<file path="config.mk">
export PLATFORM = sky130hd
export DESIGN_NAME = obstacle_gen_flat
export DESIGN_NICKNAME = d
export VERILOG_FILES = /design/src/rtl/obstacle_gen_if.sv /design/src/rtl/obstacle_gen.sv /design/src/flat_wrapper.sv
export SDC_FILE = /design/constraint.sdc
export NUM_CORES = 1
export LEC_CHECK = 0
export BUFFER_PORTS_ARGS = -buffer_cell sky130_fd_sc_hd__clkbuf_2
export CAP_MARGIN = 20
export CORE_MARGIN = 4
export CORE_UTILIZATION = 42
export CTS_BUF_LIST = sky130_fd_sc_hd__clkbuf_16
export DETAILED_ROUTE_END_ITERATION = 7
export GPL_TIMING_DRIVEN = 0
export PLACE_DENSITY = 0.62
export SYNTH_ARGS = -nofsm -noshare
export SYNTH_HDL_FRONTEND = slang
export SYNTH_SLANG_ARGS = --single-unit
</file>
<file path="constraint.sdc">
create_clock -name clk -period 17.45 [get_ports clk]
set_input_delay 0 -clock clk [delete_from_list [all_inputs] [get_ports clk]]
set_output_delay 0 -clock clk [all_outputs]
set_load 0.03 [all_outputs]
</file>
<file path="src/rtl/obstacle_gen_if.sv">
// Link between the game controller and the obstacle generator:
// the game mode goes in; per-slot obstacle rectangles and the score come out.
interface obstacle_gen_if;
    logic [1:0]      gamemode;
    logic [9:0][9:0] obstacle_x_left;
    logic [9:0][9:0] obstacle_x_right;
    logic [9:0][8:0] obstacle_y_up;
    logic [9:0][8:0] obstacle_y_down;
    logic [9:0]      score;

    modport master (
        output gamemode,
        input  obstacle_x_left, obstacle_x_right, obstacle_y_up, obstacle_y_down, score
    );

    modport slave (
        input  gamemode,
        output obstacle_x_left, obstacle_x_right, obstacle_y_up, obstacle_y_down, score
    );
endinterface

</file>
<file path="src/rtl/obstacle_gen.sv">
// Ten-slot scrolling pillar generator with LFSR-chosen height and side,
// plus a saturating count of pillars that scroll past the player.
module obstacle_gen #(
    parameter int unsigned SCREEN_W       = 640,
    parameter int unsigned OBS_WIDTH      = 40,
    parameter int unsigned UPPER_BOUND    = 20,
    parameter int unsigned LOWER_BOUND    = 460,
    parameter int unsigned SCROLL_SPEED   = 4,
    parameter int unsigned SPAWN_INTERVAL = 45,
    parameter int unsigned PLAYER_X_LEFT  = 160,
    parameter logic [15:0] LFSR_SEED      = 16'hACE1
) (
    input logic           clk,
    input logic           rst,
    obstacle_gen_if.slave bus
);
    localparam int NUM_SLOTS = 10;
    localparam int TIMER_W   = (SPAWN_INTERVAL > 1) ? $clog2(SPAWN_INTERVAL) : 1;

    localparam logic [9:0]         SPEED_X    = 10'(SCROLL_SPEED);
    localparam logic [9:0]         SPAWN_XL   = 10'(SCREEN_W);
    localparam logic [9:0]         SPAWN_XR   = 10'(SCREEN_W + OBS_WIDTH);
    localparam logic [9:0]         SCORE_X    = 10'(PLAYER_X_LEFT);
    localparam logic [8:0]         TOP_Y      = 9'(UPPER_BOUND);
    localparam logic [8:0]         BOT_Y      = 9'(LOWER_BOUND);
    localparam logic [9:0]         SCORE_MAX  = 10'd999;
    localparam logic [TIMER_W-1:0] TIMER_LAST = TIMER_W'(SPAWN_INTERVAL - 1);

    typedef enum logic [1:0] {
        GM_CLEAR = 2'b00,
        GM_PLAY  = 2'b01,
        GM_PAUSE = 2'b10,
        GM_CRASH = 2'b11
    } gamemode_e;

    typedef struct packed {
        logic       active;
        logic [9:0] x_left;
        logic [9:0] x_right;
        logic [8:0] y_up;
        logic [8:0] y_down;
    } slot_t;

    gamemode_e                  mode;
    slot_t [NUM_SLOTS-1:0]      slot_q, slot_d;
    logic  [TIMER_W-1:0]        timer_q, timer_d;
    logic  [9:0]                score_q, score_d;
    logic  [15:0]               lfsr_q, lfsr_d;
    logic  [3:0]                passed;
    logic  [10:0]               score_sum;
    logic  [8:0]                height;
    logic                       spawn_done;

    assign mode   = gamemode_e'(bus.gamemode);
    assign height = 9'd80 + {2'b00, lfsr_q[6:1], 1'b0};

    always_comb begin
        // NOTE: every signal written here gets a default first, so no path can infer a latch.
        lfsr_d     = {lfsr_q[0] ^ lfsr_q[2] ^ lfsr_q[3] ^ lfsr_q[5], lfsr_q[15:1]};
        slot_d     = slot_q;
        timer_d    = timer_q;
        score_d    = score_q;
        passed     = '0;
        score_sum  = '0;
        spawn_done = 1'b0;

        case (mode)
            GM_CLEAR: begin
                slot_d  = '0;
                timer_d = '0;
                score_d = '0;
            end
            GM_PLAY: begin
                for (int i = 0; i < NUM_SLOTS; i++) begin
                    if (slot_q[i].active) begin
                        if (slot_q[i].x_right <= SPEED_X) begin
                            slot_d[i] = '0;
                        end else begin
                            slot_d[i].x_left  = (slot_q[i].x_left >= SPEED_X) ?
                                                slot_q[i].x_left - SPEED_X : '0;
                            slot_d[i].x_right = slot_q[i].x_right - SPEED_X;
                            if (slot_q[i].x_right > SCORE_X && slot_d[i].x_right <= SCORE_X)
                                passed = passed + 4'd1;
                        end
                    end
                end

                // Free slots are judged on pre-edge state, so a slot retired above stays empty this edge.
                if (timer_q == TIMER_LAST) begin
                    timer_d = '0;
                    for (int i = 0; i < NUM_SLOTS; i++) begin
                        if (!spawn_done && !slot_q[i].active) begin
                            slot_d[i].active  = 1'b1;
                            slot_d[i].x_left  = SPAWN_XL;
                            slot_d[i].x_right = SPAWN_XR;
                            slot_d[i].y_up    = lfsr_q[0] ? BOT_Y - height : TOP_Y;
                            slot_d[i].y_down  = lfsr_q[0] ? BOT_Y : TOP_Y + height;
                            spawn_done        = 1'b1;
                        end
                    end
                end else begin
                    timer_d = timer_q + TIMER_W'(1);
                end

                score_sum = {1'b0, score_q} + {7'b0, passed};
                score_d   = (score_sum > {1'b0, SCORE_MAX}) ? SCORE_MAX : score_sum[9:0];
            end
            default: ;  // pause and crashed hold everything except the LFSR
        endcase
    end

    // NOTE: state registers take non-blocking assignments; the combinational block uses blocking ones.
    always_ff @(posedge clk or posedge rst) begin
        if (rst) begin
            slot_q  <= '0;
            timer_q <= '0;
            score_q <= '0;
            lfsr_q  <= LFSR_SEED;
        end else begin
            slot_q  <= slot_d;
            timer_q <= timer_d;
            score_q <= score_d;
            lfsr_q  <= lfsr_d;
        end
    end

    for (genvar g = 0; g < NUM_SLOTS; g++) begin : g_out
        assign bus.obstacle_x_left[g]  = slot_q[g].x_left;
        assign bus.obstacle_x_right[g] = slot_q[g].x_right;
        assign bus.obstacle_y_up[g]    = slot_q[g].y_up;
        assign bus.obstacle_y_down[g]  = slot_q[g].y_down;
    end

    assign bus.score = score_q;

endmodule

</file>
<file path="src/flat_wrapper.sv">
// flat-port wrapper written by rule: the top's interface ports become plain ports
module obstacle_gen_flat 
#(
    parameter int unsigned SCREEN_W       = 640,
    parameter int unsigned OBS_WIDTH      = 40,
    parameter int unsigned UPPER_BOUND    = 20,
    parameter int unsigned LOWER_BOUND    = 460,
    parameter int unsigned SCROLL_SPEED   = 4,
    parameter int unsigned SPAWN_INTERVAL = 45,
    parameter int unsigned PLAYER_X_LEFT  = 160,
    parameter logic [15:0] LFSR_SEED      = 16'hACE1
)
  (clk, rst, bus_gamemode, bus_obstacle_x_left, bus_obstacle_x_right, bus_obstacle_y_up, bus_obstacle_y_down, bus_score);
  obstacle_gen_if bus_i ();
  input logic clk;
  input logic rst;
  input wire logic [$bits(bus_i.gamemode)-1:0] bus_gamemode;
  output wire logic [$bits(bus_i.obstacle_x_left)-1:0] bus_obstacle_x_left;
  output wire logic [$bits(bus_i.obstacle_x_right)-1:0] bus_obstacle_x_right;
  output wire logic [$bits(bus_i.obstacle_y_up)-1:0] bus_obstacle_y_up;
  output wire logic [$bits(bus_i.obstacle_y_down)-1:0] bus_obstacle_y_down;
  output wire logic [$bits(bus_i.score)-1:0] bus_score;
  assign bus_i.gamemode = bus_gamemode;
  assign bus_obstacle_x_left = bus_i.obstacle_x_left;
  assign bus_obstacle_x_right = bus_i.obstacle_x_right;
  assign bus_obstacle_y_up = bus_i.obstacle_y_up;
  assign bus_obstacle_y_down = bus_i.obstacle_y_down;
  assign bus_score = bus_i.score;
  obstacle_gen #(.SCREEN_W(SCREEN_W), .OBS_WIDTH(OBS_WIDTH), .UPPER_BOUND(UPPER_BOUND), .LOWER_BOUND(LOWER_BOUND), .SCROLL_SPEED(SCROLL_SPEED), .SPAWN_INTERVAL(SPAWN_INTERVAL), .PLAYER_X_LEFT(PLAYER_X_LEFT), .LFSR_SEED(LFSR_SEED)) u_core (.clk(clk), .rst(rst), .bus(bus_i));
endmodule
</file>
==> summary.txt, run 1 <==
Global routing
  • Met1 Use GR: 37.98%
  • Grt met3 use: 3.797%
  • GR Layer Usage met2: 44.60%
  • Gr usage total: 27.55%
  • Initial antenna violation count: 0
  • First-pass GRT wire length: 135.3 mm
  • Top Usage Layer GRT: met2
  • Largest net degree at the start of global routing: 125
  • Total grt overflow: 0
  • Vias in the first global route: 21740

STA
  • Slew margin rel.: 18.12%
  • Count of final setup violators: 0
  • RSZ-0062 raised after global routing: no
  • Setup skew after layout: 0.01928 ns
  • Slew at the pin closest to its max-slew limit: 1.219 ns
  • Tcrit/Tclk final: 55.34%
  • Fmax: 103.6 MHz
  • TNS Setup: 0 ns
  • Setup ws final: 7.794 ns
  • Final worst path period need: 9.656 ns
  • Max Slew Vio Count: 0
  • Final hold violations: 0

Drt
  • Antenna Nets Post-Route: 0
  • Post-route DRC: 0
  • Via count: 22650
  • Via/cell ratio: 5.546
  • WL/cell: 21.98 microns
  • 1st-iter DRT viols: 1850
  • Total Wirelength: 89.77 mm
  • 1st-pass router iterations: 6

Die
  • Num ports: 394
  • Starting Density: 42.68%
  • Core area: 58140 sq um
  • Die area: 63030 sq um
  • Die height: 251.1 microns
  • Die width: 251.1 microns
  • Placement Rows: 88

Final layout
  • Multi-input gate area: 10570 sq um
  • Ant diodes: 0
  • Register area: 10570 sq um
  • Most frequent cells in the layout: o21ai_0, dfrtp_1, clkbuf_2
  • Fillers: 5545
  • Share of layout cells above drive strength 1: 27.60%
  • Nets: 3356
  • Area Overhead vs Synth: 18.82%
  • Commonest non-fill, non-tap cell in the layout: o21ai_0
  • Design Area, Final: 29480 sq um

Pwr
  • Pwr Density: 70.48 nW/um^2
  • Max IR drop VDD: 0.06409 mV
  • Final Total Pwr: 2.078 mW
  • P_leak: 14.84 nW

Clock tree
  • Post-CTS sizing: 0
  • Worst-Skew Late Latency: 0.61 ns
  • CTS buffer count: 48
  • Clock sink total: 422
  • Clock Tree Buf Depth: 3
  • Worst-path clk slew: 0.06 ns
  • TritonCTS clock tree: built
  • Root buffer cell: clkbuf_16
  • Post CTS Setup Buffer Count: 0
  • H-tree levels: 2

Hold path
  • Tightest Hold Check Type: in -> async

Run
  • MaxCap Viol Count: 0

Yosys
  • Synthesized area per cell: 8.787 sq um
  • Post-synth EDFFs: 0
  • Synth warn: 0
  • Post-synthesis sequential area ratio: 42.60%
  • Synth async-reset ratio: 100.0%
  • Syn Std Cell Area: 24810 sq um
  • Yosys cell types: 99
  • Synth Register Bits: 422
  • Post-Syn Instances: 2824
  • Ys flop type: dfrtp_1
  • Syn Nets: 2900

Critical path
  • CP arrival: 10.16 ns
  • Worst r2r dst: u_core.bus.score[8]
  • R2R setup slack: 7.79 ns
  • Critical-path maximum fanout: 10
  • R2R cell count: 35
  • Slowest-stage cell, CP: o31ai_1
  • Cell mode on critical path: ha_1
  • Startpoint Class: flop
  • Worst EP required: 17.95 ns
  • Critical path endpoint category: flop
  • Crit path kind: reg -> reg
  • Worst R2R Start: u_core.bus.obstacle_x_right[2]
  • Slowest stage delay, CP: 0.73 ns

Placement
  • Post-Place Setup Slack: 7.945 ns
  • I/O Buffers: 393
  • Instance area at placement: 27930 sq um
  • Gp weighted congestion: 0.9228
  • HPWL after DPL: 66.79 mm

Run status
  • Outcome: finished clean
-- how the worst max path moves through the flow --
stage	start	end	slack, ns
finish	u_core.bus.obstacle_x_right[2]	u_core.bus.score[8]	7.79
global route	u_core.bus.obstacle_x_right[2]	u_core.bus.score[4]	7.16
CTS	u_core.bus.obstacle_x_right[2]	u_core.bus.score[8]	7.90
detailed placement	u_core.bus.obstacle_x_right[2]	u_core.bus.score[8]	7.95
global placement	rst	u_core.bus.obstacle_x_left[31]	0.72
floorplan	rst	u_core.bus.obstacle_x_left[0]	5.72
-- state kept, by name, summed over array words and instances (netlist names) --
signal,cells
u_core.bus.obstacle_x_right,100
u_core.slot_q,10
u_core.bus.obstacle_x_left,100
u_core.lfsr_q,16
u_core.timer_q,6
u_core.bus.score,10
u_core.bus.obstacle_y_up,90
u_core.bus.obstacle_y_down,90
-- area by class of cell --
class | count | area share, %
Clock buffer | 48 | 4.074
Sequential cell | 422 | 35.85
Clock inverter | 41 | 1.099
Tap cell | 765 | 3.246
Inverter | 92 | 1.197
Timing Repair Buffer | 406 | 7.376
Buffer | 497 | 11.31
Multi-Input combinational cell | 1813 | 35.85
-- report_power, final --
part	switching, mW	internal, mW	total, mW
Combinational	0.0769	0.0150	0.0919
Clock	0.432	0.573	1.01
Sequential	0.00128	0.980	0.981
-- per-layer routing --
metal  up-vias  routed length, microns
met5         -                       0
li1      10370                       -
met3       187                    5637
met4         0                    3403
met1     11220                   38970
met2       875                   41760
-- worst max-delay path: cells and delay by family (launching register included) --
| kind | cells | cell delay, ns |
|---|---|---|
| AO/OA/AOI/OAI | 11 | 3.40 |
| adder cells (fa/ha/maj) | 8 | 2.53 |
| multiplexers | 4 | 1.18 |
| AND/OR/NAND/NOR | 6 | 1.06 |
| flip-flops | 1 | 0.54 |
| buffers and inverters | 4 | 0.53 |
| XOR/XNOR | 2 | 0.30 |
-- through the flow --
step / instances / hold WS (ns) / utilization (%)
2_1_floorplan: 2824 / 0.2483 / -
3_3_place_gp: 3982 / 0.3374 / 47.71
3_5_place_dp: 3992 / 0.2414 / 48.04
4_1_cts: 4082 / 0.03340 / 50.68
5_1_grt: 4084 / 0.09612 / 50.71
6_report: 4084 / 0.08230 / 50.71
-- cells by family after synthesis --
group,count (synthesis),share of synthesized area (%)
adder cells (fa/ha/maj),72,3.661
buffers and inverters,589,14.82
AND/OR/NAND/NOR,900,17.38
flip-flops,422,42.60
multiplexers,10,0.5042
AO/OA/AOI/OAI,779,18.85
XOR/XNOR,52,2.178
-- cells in the mapped netlist, types with 10 or more instances --
master	instances	share of area [%]
nor2b_1	13	0.33
nor3_1	51	1.0
buf_4	382	12
dfrtp_1	414	42
a22o_1	35	1.2
clkbuf_1	97	1.5
o21ai_0	417	8.4
xor2_1	14	0.49
inv_1	91	1.4
or4_1	10	0.30
o41ai_1	15	0.53
nand3_1	43	0.87
o211ai_1	13	0.39
and2_1	52	1.3
nand2b_1	25	0.63
or3_1	26	0.66
nor4_1	22	0.55
a21oi_1	124	2.5
and3_1	23	0.58
a31oi_1	13	0.33
nor2_1	183	2.8
a21boi_0	19	0.57
nand2_1	364	5.5
nand4_1	13	0.33
xnor2_1	31	1.1
o31ai_1	33	1.0
nor3b_1	25	0.76
ha_1	71	3.6
-- what timing repair did --
| action | 4_1_cts | 5_1_grt |
|---|---|---|
| hold endpoints to repair | 122 | 0 |
| endpoints found under the setup margin | 0 | 0 |
| hold buffers | 1 | 0 |
(Power assumes the default switching activity.)
==> run 2, diff against run 1 <==
- clock period: 17.45 -> 9.4 ns (I/O delays scaled with it)
==> summary.txt, run 2 (synthesis gave the netlist of run 1 again) <==
Final layout
  • Area Overhead vs Synth: 19.52%
  • Share of layout cells above drive strength 1: 28.21%
  • Most frequent cells in the layout: o21ai_0, dfrtp_1, clkbuf_2
  • Nets: 3369
  • Commonest non-fill, non-tap cell in the layout: o21ai_0

Critical path
  • R2R setup slack: 0.62 ns
  • Slowest stage delay, CP: 0.44 ns
  • Critical path endpoint category: flop
  • Worst path bufs/invs: 5
  • Cell mode on critical path: ha_1
  • Worst EP required: 9.83 ns
  • Startpoint Class: flop
  • Crit path kind: reg -> reg
  • CP delay by family, top: compound AO/OA/AOI/OAI gates
  • Worst R2R Start: u_core.bus.obstacle_x_right[3]
  • Worst r2r dst: u_core.bus.score[1]
  • CP arrival: 9.21 ns
  • R2R cell count: 36
  • Critical-path maximum fanout: 10
  • Slowest-stage cell, CP: dfrtp_2

Placement
  • HPWL after DPL: 67.47 mm
  • Gp weighted congestion: 0.9316
  • I/O Buffers: 393

Pwr
  • Max IR drop VDD: 0.1123 mV
  • Pwr Density: 128.8 nW/um^2
  • P_leak: 14.94 nW

Drt
  • Top sig layer: met5
  • Post-route DRC: 0
  • Metal2 WL: 42.13 mm
  • Via count: 22670
  • 1st-iter DRT viols: 1890
  • WL/cell: 21.99 microns
  • Met3 wire length: 6.197 mm
  • 1st-pass router iterations: 5
  • Via/cell ratio: 5.535
  • Total Wirelength: 90.04 mm
  • Antenna Nets Post-Route: 0
  • Routed met1 length: 38.61 mm

STA
  • Slew margin rel.: 22.84%
  • Tcrit/Tclk final: 93.39%
  • Final hold violations: 0
  • Max Slew Vio Count: 0
  • Count of final setup violators: 0
  • Slew at the pin closest to its max-slew limit: 1.153 ns
  • Fmax: 113.9 MHz
  • TNS Setup: 0 ns
  • RSZ-0062 raised after global routing: no
  • Hold Slack: 0.02193 ns
  • Setup skew after layout: 0.01539 ns
  • Final worst path period need: 8.779 ns

Clock tree
  • Clock sink total: 422
  • CTS buffer count: 48
  • H-tree levels: 2
  • Worst-path clk slew: 0.06 ns
  • Root buffer cell: clkbuf_16
  • Worst-Skew Late Latency: 0.61 ns
  • TritonCTS clock tree: built
  • Clock Tree Buf Depth: 3

Die
  • Die height: 251.1 microns
  • Core area: 58140 sq um
  • Starting Density: 42.68%
  • Die area: 63030 sq um
  • Num ports: 394
  • Placement Rows: 88
  • Die width: 251.1 microns

Global routing
  • Total grt overflow: 0
  • Vias in the first global route: 21760
  • Initial antenna violation count: 1
  • First-pass GRT wire length: 135.3 mm
  • Gr usage total: 27.60%
  • Largest net degree at the start of global routing: 42

Hold path
  • Tightest Hold Check Type: in -> async

Run
  • MaxCap Viol Count: 0

Run status
  • Outcome: finished clean
## run 2: power breakdown
part	internal [mW]	leakage, nW	switching [mW]
registers	1.82	5.86	0.00235
logic	0.0328	8.29	0.144
clock network	1.01	0.779	0.811
total	2.86	14.9	0.957
## run 2: final cells by class
cell class / instances / area [sq um]
multi-input cells: 1813 / 10620
well taps: 765 / 957.2
repair buffers: 419 / 2342
flip-flops and latches: 422 / 10570
fillers: 5525 / 28480
plain buffers: 497 / 3334
diodes: 1 / 2.502
inverters: 92 / 349.1
clock buffers: 48 / 1201
clock inverters: 38 / 275.3
## run 2: layer usage
layer	track usage, %	up-vias
met2	44.70	985
li1	-	10380
met3	3.942	160
met1	38.00	11140
met5	0	-
met4	9.970	2
## run 2: how the worst max path moves through the flow
stage                                         from                   to  slack [ns]  cells after the start
floorplan           u_core.bus.obstacle_x_right[2]  u_core.bus.score[8]        1.18                     35
global placement    u_core.bus.obstacle_x_right[2]  u_core.bus.score[8]        0.11                     35
detailed placement  u_core.bus.obstacle_x_right[2]  u_core.bus.score[8]       -0.10                     35
CTS                 u_core.bus.obstacle_x_right[2]  u_core.bus.score[4]        0.05                     36
global route        u_core.bus.obstacle_x_right[3]  u_core.bus.score[1]        0.01                     40
finish              u_core.bus.obstacle_x_right[3]  u_core.bus.score[1]        0.62                     36
## run 2: worst reg2reg max path, delay by kind of cell, from the launching register on
kind,cells,cell delay [ns]
adder cells (fa/ha/maj),8,2.49
multiplexers,4,1.06
flip-flops,1,0.44
buffers and inverters,5,0.65
AND/OR/NAND/NOR,7,1.36
XOR/XNOR,1,0.12
AO/OA/AOI/OAI,11,2.52
## run 2: what timing repair did
| item | in CTS | in global routing |
|---|---|---|
| resized for setup | 1 | 11 |
| hold buffers | 1 | 0 |
| buffers inserted | 0 | 4 |
| pin swaps | 0 | 1 |
| gates cloned | 0 | 0 |
| hold endpoints to repair | 137 | 0 |
| setup endpoints to repair | 6 | 10 |
## run 2: metrics by stage
step | power (mW) | std cells | utilization, % | instance area, sq um | worst slack [ns]
floorplan | 1.941 | 2824 | - | 24820 | 1.177
global placement | 2.015 | 3982 | 47.72 | 27740 | 0.1130
detailed placement | 2.030 | 4001 | 48.27 | 28060 | -0.1023
CTS | 3.846 | 4088 | 50.84 | 29550 | 0.05023
global route | 3.937 | 4094 | 51.01 | 29650 | 0.01189
finish | 3.820 | 4095 | 51.01 | 29660 | 0.6209
==> run 3, diff against run 2 <==
- CELL_PAD_IN_SITES_DETAIL_PLACEMENT: not set -> 2
- CELL_PAD_IN_SITES_GLOBAL_PLACEMENT: not set -> 2
- CORE_UTILIZATION: 42 -> 35
- PLACE_DENSITY: 0.62 -> 0.81
==> summary.txt, run 3 (synthesis gave the netlist of run 1 again) <==
Hold path
  • Tightest Hold Check Type: in -> async

STA
  • Count of final setup violators: 0
  • Tcrit/Tclk final: 96.50%
  • Hold Slack: 0.06172 ns
  • TNS Setup: 0 ns
  • Max Slew Vio Count: 0
  • Setup skew after layout: 0.02808 ns
  • Final worst path period need: 9.071 ns
  • Slew at the pin closest to its max-slew limit: 1.243 ns
  • Final hold violations: 0
  • Fmax: 110.2 MHz
  • Setup ws final: 0.3294 ns
  • Slew margin rel.: 17.13%

Critical path
  • CP arrival: 9.60 ns
  • Slowest-stage cell, CP: fa_1
  • Setup crit start: u_core.bus.obstacle_x_right[2]
  • Worst r2r dst: u_core.bus.score[1]
  • R2R cell count: 36
  • CP delay by family, top: compound AO/OA/AOI/OAI gates
  • Slowest stage delay, CP: 0.46 ns
  • Worst R2R Start: u_core.bus.obstacle_x_right[2]
  • Cell mode on critical path: ha_1
  • R2R setup slack: 0.33 ns
  • Critical Path Stages: 36
  • Critical-path maximum fanout: 10
  • Critical path endpoint category: flop
  • Startpoint Class: flop
  • Worst EP required: 9.92 ns
  • Worst path bufs/invs: 5
  • Crit path kind: reg -> reg
  • CP endpoint: u_core.bus.score[1]

Final layout
  • Final Util: 42.88%
  • Commonest non-fill, non-tap cell in the layout: o21ai_0
  • Nets: 3375
  • Fillers: 7951
  • Area Overhead vs Synth: 21.23%
  • Most frequent cells in the layout: o21ai_0, dfrtp_1, clkbuf_2
  • Share of layout cells above drive strength 1: 28.70%

Pwr
  • P_leak: 14.99 nW
  • Max IR drop VDD: 0.1234 mV
  • Pwr Density: 132.9 nW/um^2
  • Final Total Pwr: 3.997 mW

Die
  • Die width: 274.3 microns
  • Num ports: 394
  • Die height: 274.3 microns
  • Placement Rows: 97
  • Core area: 70150 sq um
  • Starting Density: 35.37%
  • Die area: 75220 sq um

Clock tree
  • Clock Tree Buf Depth: 3
  • Worst-path clk slew: 0.06 ns
  • Root buffer cell: clkbuf_16
  • CTS buffer count: 50
  • Clock sink total: 422
  • H-tree levels: 2
  • Worst-Skew Late Latency: 0.63 ns
  • TritonCTS clock tree: built

Drt
  • 1st-iter DRT viols: 1397
  • 1st-pass router iterations: 5
  • Via count: 23350
  • Via/cell ratio: 5.454
  • Post-route DRC: 0
  • Antenna Nets Post-Route: 0
  • Total Wirelength: 109.0 mm
  • WL/cell: 25.46 microns

Placement
  • Post-Place Setup Slack: -0.5716 ns
  • Gp weighted congestion: 0.9088
  • I/O Buffers: 393
  • HPWL after DPL: 81.99 mm

Global routing
  • Vias in the first global route: 25480
  • First-pass GRT wire length: 162.5 mm
  • Initial antenna violation count: 6
  • Largest net degree at the start of global routing: 41
  • Gr usage total: 28.22%
  • Total grt overflow: 0

Run status
  • Outcome: finished clean

Run
  • MaxCap Viol Count: 0
## run 3: worst min-delay path by stage
stage	end	from	cells past startpoint	slack, ns
4_1_cts	u_core.bus.obstacle_y_up[66]	bus_gamemode[0]	5	0.03
5_1_grt	u_core.bus.obstacle_x_right[94]	bus_gamemode[1]	4	0.08
6_report	u_core.bus.obstacle_y_down[36]	rst	3	0.06
3_3_place_gp	u_core.lfsr_q[13]	u_core.lfsr_q[14]	0	0.34
3_5_place_dp	u_core.bus.obstacle_y_up[44]	rst	2	0.17
2_1_floorplan	u_core.bus.obstacle_y_down[35]	bus_gamemode[1]	3	0.25
## run 3: stage by stage
| stage | area (sq um) | std cells |
|---|---|---|
| floorplan | 24820 | 2824 |
| global placement | 27960 | 4157 |
| detailed placement | 28300 | 4176 |
| CTS | 29960 | 4268 |
| global route | 30080 | 4280 |
| finish | 30080 | 4281 |
## run 3: layout make-up
class                           instances  area (sq um)  area share, %
Sequential cell                       422         10570          35.15
Clock inverter                         41         364.1          1.210
Tap cell                              940          1176          3.910
Inverter                               92         349.1          1.160
Buffer                                497          3334          11.08
Clock buffer                           50          1251          4.159
Multi-Input combinational cell       1813         10640          35.36
Timing Repair Buffer                  423          2390          7.944
Antenna cell                            3         7.507        0.02496
## run 3: per-layer routing
layer / track usage (%) / up-vias / share of wire, %
met2: 48.67 / 631 / 49
li1: - / 10380 / -
met1: 35.29 / 12130 / 42
met5: 0 / - / 0.0064
met3: 4.821 / 202 / 5.3
met4: 10.93 / 2 / 4.3
## run 3: worst reg2reg max path: cells and delay by family, from the launching register on
kind / cells / cell delay [ns]
mux: 4 / 1.01
simple gates: 6 / 1.14
buf+inv: 5 / 0.65
xor+xnor: 2 / 0.29
flops: 1 / 0.45
compound gates: 11 / 2.86
fa+ha+maj: 8 / 2.59
## run 3: power breakdown
group          internal (mW)  switching [mW]  total, mW
Combinational         0.0343           0.154      0.188
Sequential              1.82         0.00262       1.82
Clock                   1.11           0.876       1.99
Total                   2.96            1.03       4.00
## run 3: timing repair
item	4_1_cts	5_1_grt
endpoints found under the hold margin	83	0
hold buffers	1	0
gates resized for setup	6	11
setup endpoints to repair	7	10
pin swaps	1	2
buffers inserted	0	8
